## src/rtl/lp_piped_int_mult_if.sv

```systemverilog
// lp_piped_int_mult_if: launch/arrive bundle for the piped integer multiplier.
// master = scheduler/consumer side, slave = multiplier side.
interface lp_piped_int_mult_if #(
   parameter int A_WIDTH  = 16,
   parameter int B_WIDTH  = 16,
   parameter int ID_WIDTH = 8,
   parameter int STAGES   = 4
);
   localparam int CNT_WIDTH = $clog2(STAGES + 1);

   logic [A_WIDTH-1:0]         a;
   logic [B_WIDTH-1:0]         b;
   logic                       tc;
   logic                       launch;
   logic [ID_WIDTH-1:0]        launch_id;
   logic                       pipe_full;
   logic                       pipe_ovf;
   logic                       accept_n;
   logic                       arrive;
   logic [ID_WIDTH-1:0]        arrive_id;
   logic                       push_out_n;
   logic [A_WIDTH+B_WIDTH-1:0] z;
   logic [CNT_WIDTH-1:0]       pipe_census;

   modport master (
      output a, b, tc, launch, launch_id, accept_n,
      input  pipe_full, pipe_ovf, arrive, arrive_id, push_out_n, z, pipe_census
   );

   modport slave (
      input  a, b, tc, launch, launch_id, accept_n,
      output pipe_full, pipe_ovf, arrive, arrive_id, push_out_n, z, pipe_census
   );
endinterface

```

## src/rtl/lp_piped_int_mult.sv

```systemverilog
// lp_piped_int_mult: low-power pipelined integer multiplier with bubble
// collapse, ID tracking, census and full/overflow flags.
// Optional macro LP_PIPED_INT_MULT_OUT_ISO_EN: zero z/arrive_id when arrive=0.
module lp_piped_int_mult #(
   parameter int A_WIDTH  = 16,
   parameter int B_WIDTH  = 16,
   parameter int ID_WIDTH = 8,
   parameter int STAGES   = 4
) (
   input  logic               clk,
   input  logic               rst,
   lp_piped_int_mult_if.slave bus
);
   localparam int CNT_WIDTH = $clog2(STAGES + 1);
   localparam int P_WIDTH   = A_WIDTH + B_WIDTH;

   // slot state
   logic [STAGES-1:0]                r_vld_pipe;
   logic [STAGES-1:0][P_WIDTH-1:0]   r_prod;
   logic [STAGES-1:0][ID_WIDTH-1:0]  r_id;
   logic [CNT_WIDTH-1:0]             r_census;
   logic                             r_ovf;

   // per-slot control
   logic [STAGES-1:0]                w_adv;
   logic [STAGES-1:0]                w_load;
   logic [STAGES-1:0]                w_vld_nxt;
   logic [STAGES-1:0][P_WIDTH-1:0]   w_prod_in;
   logic [STAGES-1:0][ID_WIDTH-1:0]  w_id_in;

   logic [P_WIDTH-1:0] w_a_ext;
   logic [P_WIDTH-1:0] w_b_ext;
   logic [P_WIDTH-1:0] w_prod;
   logic               w_drain;
   logic               w_accept;
   logic               w_full;

   // Extending both operands to the full product width makes a single
   // modular multiply correct for both signed and unsigned modes.
   assign w_a_ext = {{B_WIDTH{bus.tc & bus.a[A_WIDTH-1]}}, bus.a};
   assign w_b_ext = {{A_WIDTH{bus.tc & bus.b[B_WIDTH-1]}}, bus.b};
   assign w_prod  = w_a_ext * w_b_ext;

   assign w_drain = r_vld_pipe[STAGES-1] & ~bus.accept_n;

   // Advance chain, resolved from the output slot backward so a slot can
   // move into a neighbour that is vacating in the same cycle.
   always_comb begin
      w_adv = '0;
      w_adv[STAGES-1] = w_drain;
      for (int i = STAGES - 2; i >= 0; i--) begin
         w_adv[i] = r_vld_pipe[i] & (~r_vld_pipe[i+1] | w_adv[i+1]);
      end
   end

   assign w_full   = r_vld_pipe[0] & ~w_adv[0];
   assign w_accept = bus.launch & ~w_full;

   // Slot 0 takes a new operation; later slots take from their predecessor.
   assign w_load[0]    = w_accept;
   assign w_prod_in[0] = w_prod;
   assign w_id_in[0]   = bus.launch_id;

   for (genvar i = 1; i < STAGES; i++) begin : g_slot
      assign w_load[i]    = w_adv[i-1];
      assign w_prod_in[i] = r_prod[i-1];
      assign w_id_in[i]   = r_id[i-1];
   end

   // A slot is occupied next cycle if it is loaded, or holds and does not move on.
   assign w_vld_nxt = w_load | (r_vld_pipe & ~w_adv);

   // Valid bits update every cycle; data/ID only on a real move to save toggles.
   always_ff @(posedge clk or posedge rst) begin
      if (rst) begin
         r_vld_pipe <= '0;
         r_prod     <= '0;
         r_id       <= '0;
      end else begin
         r_vld_pipe <= w_vld_nxt;
         for (int i = 0; i < STAGES; i++) begin
            if (w_load[i]) begin
               r_prod[i] <= w_prod_in[i];
               r_id[i]   <= w_id_in[i];
            end
         end
      end
   end

   // Occupancy count: accepted launch adds one, drain removes one.
   always_ff @(posedge clk or posedge rst) begin
      if (rst) begin
         r_census <= '0;
      end else begin
         case ({w_accept, w_drain})
            2'b10:   r_census <= r_census + CNT_WIDTH'(1);
            2'b01:   r_census <= r_census - CNT_WIDTH'(1);
            default: r_census <= r_census;
         endcase
      end
   end

   // One-cycle overflow pulse for a launch dropped against a full pipe.
   always_ff @(posedge clk or posedge rst) begin
      if (rst) r_ovf <= 1'b0;
      else     r_ovf <= bus.launch & w_full;
   end

   assign bus.arrive      = r_vld_pipe[STAGES-1];
   assign bus.push_out_n  = ~w_drain;
   assign bus.pipe_full   = w_full;
   assign bus.pipe_ovf    = r_ovf;
   assign bus.pipe_census = r_census;

`ifdef LP_PIPED_INT_MULT_OUT_ISO_EN
   // Gate the result bus to zero while no result is presented.
   assign bus.z         = r_prod[STAGES-1] & {P_WIDTH{r_vld_pipe[STAGES-1]}};
   assign bus.arrive_id = r_id[STAGES-1] & {ID_WIDTH{r_vld_pipe[STAGES-1]}};
`else
   assign bus.z         = r_prod[STAGES-1];
   assign bus.arrive_id = r_id[STAGES-1];
`endif

endmodule

```

## src/flat_wrapper.sv

```systemverilog
// flat-port wrapper written by rule: the top's interface ports become plain ports
module lp_piped_int_mult_flat 
#(
   parameter int A_WIDTH  = 16,
   parameter int B_WIDTH  = 16,
   parameter int ID_WIDTH = 8,
   parameter int STAGES   = 4
)
  (clk, rst, bus_a, bus_b, bus_tc, bus_launch, bus_launch_id, bus_accept_n, bus_pipe_full, bus_pipe_ovf, bus_arrive, bus_arrive_id, bus_push_out_n, bus_z, bus_pipe_census);
  lp_piped_int_mult_if #(.A_WIDTH(A_WIDTH), .B_WIDTH(B_WIDTH), .ID_WIDTH(ID_WIDTH), .STAGES(STAGES)) bus_i ();
  input  logic clk;
  input  logic rst;
  input wire logic [$bits(bus_i.a)-1:0] bus_a;
  input wire logic [$bits(bus_i.b)-1:0] bus_b;
  input wire logic [$bits(bus_i.tc)-1:0] bus_tc;
  input wire logic [$bits(bus_i.launch)-1:0] bus_launch;
  input wire logic [$bits(bus_i.launch_id)-1:0] bus_launch_id;
  input wire logic [$bits(bus_i.accept_n)-1:0] bus_accept_n;
  output wire logic [$bits(bus_i.pipe_full)-1:0] bus_pipe_full;
  output wire logic [$bits(bus_i.pipe_ovf)-1:0] bus_pipe_ovf;
  output wire logic [$bits(bus_i.arrive)-1:0] bus_arrive;
  output wire logic [$bits(bus_i.arrive_id)-1:0] bus_arrive_id;
  output wire logic [$bits(bus_i.push_out_n)-1:0] bus_push_out_n;
  output wire logic [$bits(bus_i.z)-1:0] bus_z;
  output wire logic [$bits(bus_i.pipe_census)-1:0] bus_pipe_census;
  assign bus_i.a = bus_a;
  assign bus_i.b = bus_b;
  assign bus_i.tc = bus_tc;
  assign bus_i.launch = bus_launch;
  assign bus_i.launch_id = bus_launch_id;
  assign bus_i.accept_n = bus_accept_n;
  assign bus_pipe_full = bus_i.pipe_full;
  assign bus_pipe_ovf = bus_i.pipe_ovf;
  assign bus_arrive = bus_i.arrive;
  assign bus_arrive_id = bus_i.arrive_id;
  assign bus_push_out_n = bus_i.push_out_n;
  assign bus_z = bus_i.z;
  assign bus_pipe_census = bus_i.pipe_census;
  lp_piped_int_mult #(.A_WIDTH(A_WIDTH), .B_WIDTH(B_WIDTH), .ID_WIDTH(ID_WIDTH), .STAGES(STAGES)) u_core (.clk(clk), .rst(rst), .bus(bus_i));
endmodule
```

## config.mk

```make
export PLATFORM = sky130hd
export DESIGN_NAME = lp_piped_int_mult_flat
export DESIGN_NICKNAME = d
export VERILOG_FILES = /design/src/rtl/lp_piped_int_mult_if.sv /design/src/rtl/lp_piped_int_mult.sv /design/src/flat_wrapper.sv
export SDC_FILE = /design/constraint.sdc
export NUM_CORES = 1
export LEC_CHECK = 0
export ABC_CLOCK_PERIOD_IN_PS = 6450
export CELL_PAD_IN_SITES_DETAIL_PLACEMENT = 2
export CELL_PAD_IN_SITES_GLOBAL_PLACEMENT = 2
export CORE_UTILIZATION = 41
export CTS_CLUSTER_SIZE = 8
export DETAILED_ROUTE_END_ITERATION = 10
export PLACE_DENSITY = 0.92
export REMOVE_ABC_BUFFERS = 1
export SETUP_SLACK_MARGIN = 0.2
export SYNTH_ARGS = -nofsm -noshare
export SYNTH_HDL_FRONTEND = slang
export SYNTH_SLANG_ARGS = --single-unit
export TNS_END_PERCENT = 1
```

## constraint.sdc

```tcl
create_clock -name clk -period 6.45 [get_ports clk]
set_clock_uncertainty 0.05 [all_clocks]
set_input_delay 0.645 -clock clk [delete_from_list [all_inputs] [get_ports clk]]
set_output_delay 0.645 -clock clk [all_outputs]
set_load 0.05 [all_outputs]
```

==> flow_summary.json <==
{
  "holdCritPathClass": "reg -> reg",
  "ys_seq_elements": 168,
  "placed_area_mm2": 0.0195,
  "wl_um": 76500,
  "cts_tree": "yes",
  "dp.cells": 2329,
  "antenna_found_initial": 1,
  "portBuffers": 91,
  "post-route-util_pct": 51.4,
  "boundaryPins": 92,
  "yosysSeqAreaShare_pct": 24.4,
  "violations": "design-rule violations",
  "post-dp-hpwl_um": 49900,
  "numCtsBuffers": 17,
  "top_layer_used": "met4",
  "critPathCaptureType": "flip-flop",
  "place.gp.congestion": 0.889,
  "globalRoute.totalOverflow": 0,
  "ant_nets": 0,
  "worst-path-max-fanout": 6,
  "drc": 16,
  "synthFlopType": "dfrtp_1",
  "cts.sink_count": 168,
  "dieArea_mm2": 0.0428,
  "clk_pin_slew_ns": 0.08,
  "drv_cap": 0,
  "synth_cell_types": 60,
  "synth_area_per_cell_um2": 10.4,
  "synth_edf_count": 0,
  "required_ns": 6.67,
  "yosys_warnings": 0,
  "drive_gt1_share_pct": 28.5,
  "multi_input_area_mm2": 0.0118,
  "fmax_ghz": 0.155,
  "r2r_cells": 8,
  "num_vias": 13800,
  "fin_nets": 2277,
  "root_buffer": "clkbuf_16",
  "initial_core_util_pct": 41.9,
  "wl_per_cell_um": 31.7,
  "min_period_ns": 6.43,
  "place_ws_ns": -0.649,
  "area_growth_syn_to_layout_pct": 22.8,
  "fp.dieH_um": 207,
  "insertion_delay_ns": 0.43,
  "via_per_inst": 5.72,
  "rows": 74,
  "layoutNonFillerInstCount": 2412,
  "first_pass_iters": 10,
  "drt_iter0_markers": 860,
  "core_mm2": 0.0411,
  "stdcell_area_mm2": 0.0211,
  "drv_slew": 0,
  "die_w_um": 207,
  "finalWorstSetupSlack_ns": 0.0178,
  "crit_path_start_kind": "input port",
  "report.final.setup_viol": 0,
  "routed-wl-met2_um": 40200,
  "cts_max_level": 4,
  "crit_arrival_ns": 6.65,
  "synth-async-reset-ratio_pct": 100,
  "grt_pass1_wl_um": 104000,
  "clock_path_buffers": 2,
  "grt_pass1_vias": 16100,
  "wl_met1_um": 26700,
  "relSlewSlack_pct": 20.2,
  "synth_cells": 1655,
  "period_share_pct": 99.7,
  "whs_path_depth": 2,
  "rrSetupSlack_ns": 3.58,
  "seqCellArea_mm2": 0.00420,
  "hold_violations": 0,
  "grt_max_degree": 95,
  "grt_setup_unrepaired": "yes",
  "critPathKind": "in -> reg",
  "status": "complete, but fails checks",
  "fill_cells": 4150,
  "grtUsageTotal_pct": 33.2,
  "worst_pin_slew_ns": 1.20,
  "syn_area_mm2": 0.0172,
  "wl_met3_um": 4290
}
[final cells by class]
cell class | instances | share of cell area (%)
Multi-Input combinational cell | 1057 | 55.8
Sequential cell | 168 | 19.9
Timing Repair Buffer | 295 | 12.2
Inverter | 327 | 5.83
Tap cell | 532 | 3.15
Clock buffer | 17 | 2.01
Clock inverter | 15 | 1.11
Antenna cell | 1 | 0.0118
[worst max-delay path: stages]
cell and delay (ns):
clkbuf_2 0.10, buf_12 0.13, buf_8 0.13, nand2_2 0.07
fa_1 0.58, inv_2 0.06, fa_1 0.60, inv_1 0.10
fa_1 0.52, inv_2 0.05, fa_2 0.48, fa_1 0.58
inv_2 0.07, fa_1 0.54, inv_2 0.06, ha_4 0.30
o21a_1 0.19, o211ai_1 0.14, o21ai_2 0.24, o21ai_2 0.14
buf_6 0.16, o311ai_4 0.29, buf_4 0.18, a31o_2 0.16
o311ai_1 0.13
[sequential cells by signal, indices dropped and copies added, names as in the netlist]
signal,flops
u_core.r_prod,96
u_core.bus.z,32
u_core.r_id,24
u_core.bus.arrive_id,8
u_core.r_vld_pipe,4
u_core.bus.pipe_census,3
u_core.bus.pipe_ovf,1
[path summary, 6_finish.rpt]
kind / from / to
max in group asynchronous: rst / u_core.bus.z[12]$_DFFE_PP0P_
setup / recovery: bus_b[4] / u_core.r_prod[28]$_DFFE_PP0P_
setup reg to reg: u_core.r_vld_pipe[3]$_DFF_PP0_ / u_core.r_prod[30]$_DFFE_PP0P_
min in group asynchronous: rst / u_core.bus.arrive_id[2]$_DFFE_PP0P_
hold / removal: u_core.r_id[3]$_DFFE_PP0P_ / u_core.r_id[3]$_DFFE_PP0P_
hold reg to reg: u_core.r_id[3]$_DFFE_PP0P_ / u_core.r_id[3]$_DFFE_PP0P_
[synth_stat cells, types with 2 or more instances]
master    instances  area (um^2)
nor2_1           22         82.6
a21oi_1          23          115
nor3_1            6         30.0
nand3_1          16         80.1
clkbuf_1         54          203
or2_2             9         56.3
o21ai_2           2         17.5
dfrtp_1         168         4200
xnor2_1          22          193
buf_2             2         10.0
o211a_1           2         20.0
buf_4            41          308
nor4_1            2         12.5
ha_1             83         1040
inv_1           327         1230
o21bai_1          3         22.5
nand2_1         197          739
a21o_1            8         60.1
xor2_1           13          114
o31ai_1           2         15.0
nand2b_1          9         56.3
nand4_1           4         25.0
and3_1           10         62.6
o211ai_1          5         37.5
and4_1            2         17.5
o21ai_0          28          140
a21boi_0          2         15.0
a211o_1           2         17.5
nor3b_1           2         15.0
buf_1             5         18.8
a31oi_1           3         18.8
mux2_2          121         1360
o21a_1            4         30.0
or3_1             2         12.5
and2_1          144          901
a211oi_1          4         30.0
fa_1            283         5670
[per-layer routing]
| metal | global-route usage (%) | vias up |
|---|---|---|
| met1 | 36.1 | 7298 |
| met3 | 4.87 | 344 |
| li1 | - | 5405 |
| met5 | 0 | - |
| met2 | 62.9 | 743 |
| met4 | 15.7 | 0 |
[layout by cell type, fill, tap and decap left out, types with 8 or more instances in the layout]
| master | netlist | layout |
|---|---|---|
| a21o_1 | 8 | 8 |
| a21oi_1 | 23 | 13 |
| a21oi_2 | 0 | 9 |
| and2_1 | 144 | 136 |
| and2_4 | 1 | 9 |
| and3_1 | 10 | 8 |
| buf_4 | 41 | 166 |
| buf_6 | 1 | 29 |
| clkbuf_16 | 0 | 17 |
| clkbuf_2 | 0 | 17 |
| clkdlybuf4s50_1 | 0 | 60 |
| dfrtp_1 | 168 | 168 |
| fa_1 | 283 | 255 |
| fa_2 | 0 | 28 |
| ha_1 | 83 | 69 |
| ha_4 | 0 | 12 |
| inv_1 | 327 | 295 |
| inv_2 | 0 | 31 |
| mux2_2 | 121 | 121 |
| nand2_1 | 197 | 174 |
| nand2_2 | 0 | 18 |
| nand2b_1 | 9 | 8 |
| nand3_1 | 16 | 13 |
| nor2_1 | 22 | 19 |
| o21ai_0 | 28 | 27 |
| or2_2 | 9 | 8 |
| xnor2_1 | 22 | 20 |
| xor2_1 | 13 | 13 |
[repair_timing]
item / in CTS / in global routing
hold endpoints to repair: 0 / 0
hold buffers: 0 / 0
buffers inserted: 17 / 32
gates cloned: 1 / 0
endpoints found under the setup margin: 14 / 16
gates resized for setup: 115 / 156
pin swaps: 30 / 92
[kinds of logic (layout without fill, tap and decap cells)]
logic type / count (synthesis) / in the layout / synth area share (%)
xor gates and xnor gates: 35 / 35 / 1.78
DFF: 168 / 168 / 24.4
other: 0 / 1 / 0
and+or+nand+nor: 431 / 431 / 12.5
buffers and inverters: 430 / 654 / 10.3
AOI/OAI and AO/OA: 103 / 103 / 4.11
adders and majority gates: 366 / 366 / 38.9
muxes: 122 / 122 / 7.97
[per-stage QoR]
step / TNS (ns) / hold WS (ns)
floorplan: 0 / 0.385
global placement: -1.70 / 0.399
detailed placement: -7.74 / 0.417
CTS: 0 / 0.433
global route: 0 / 0.453
finish: 0 / 0.431
Power is left out: the tool's default activity adds up to more than one toggle a clock period on the data nets, which glitch-free logic cannot reach.
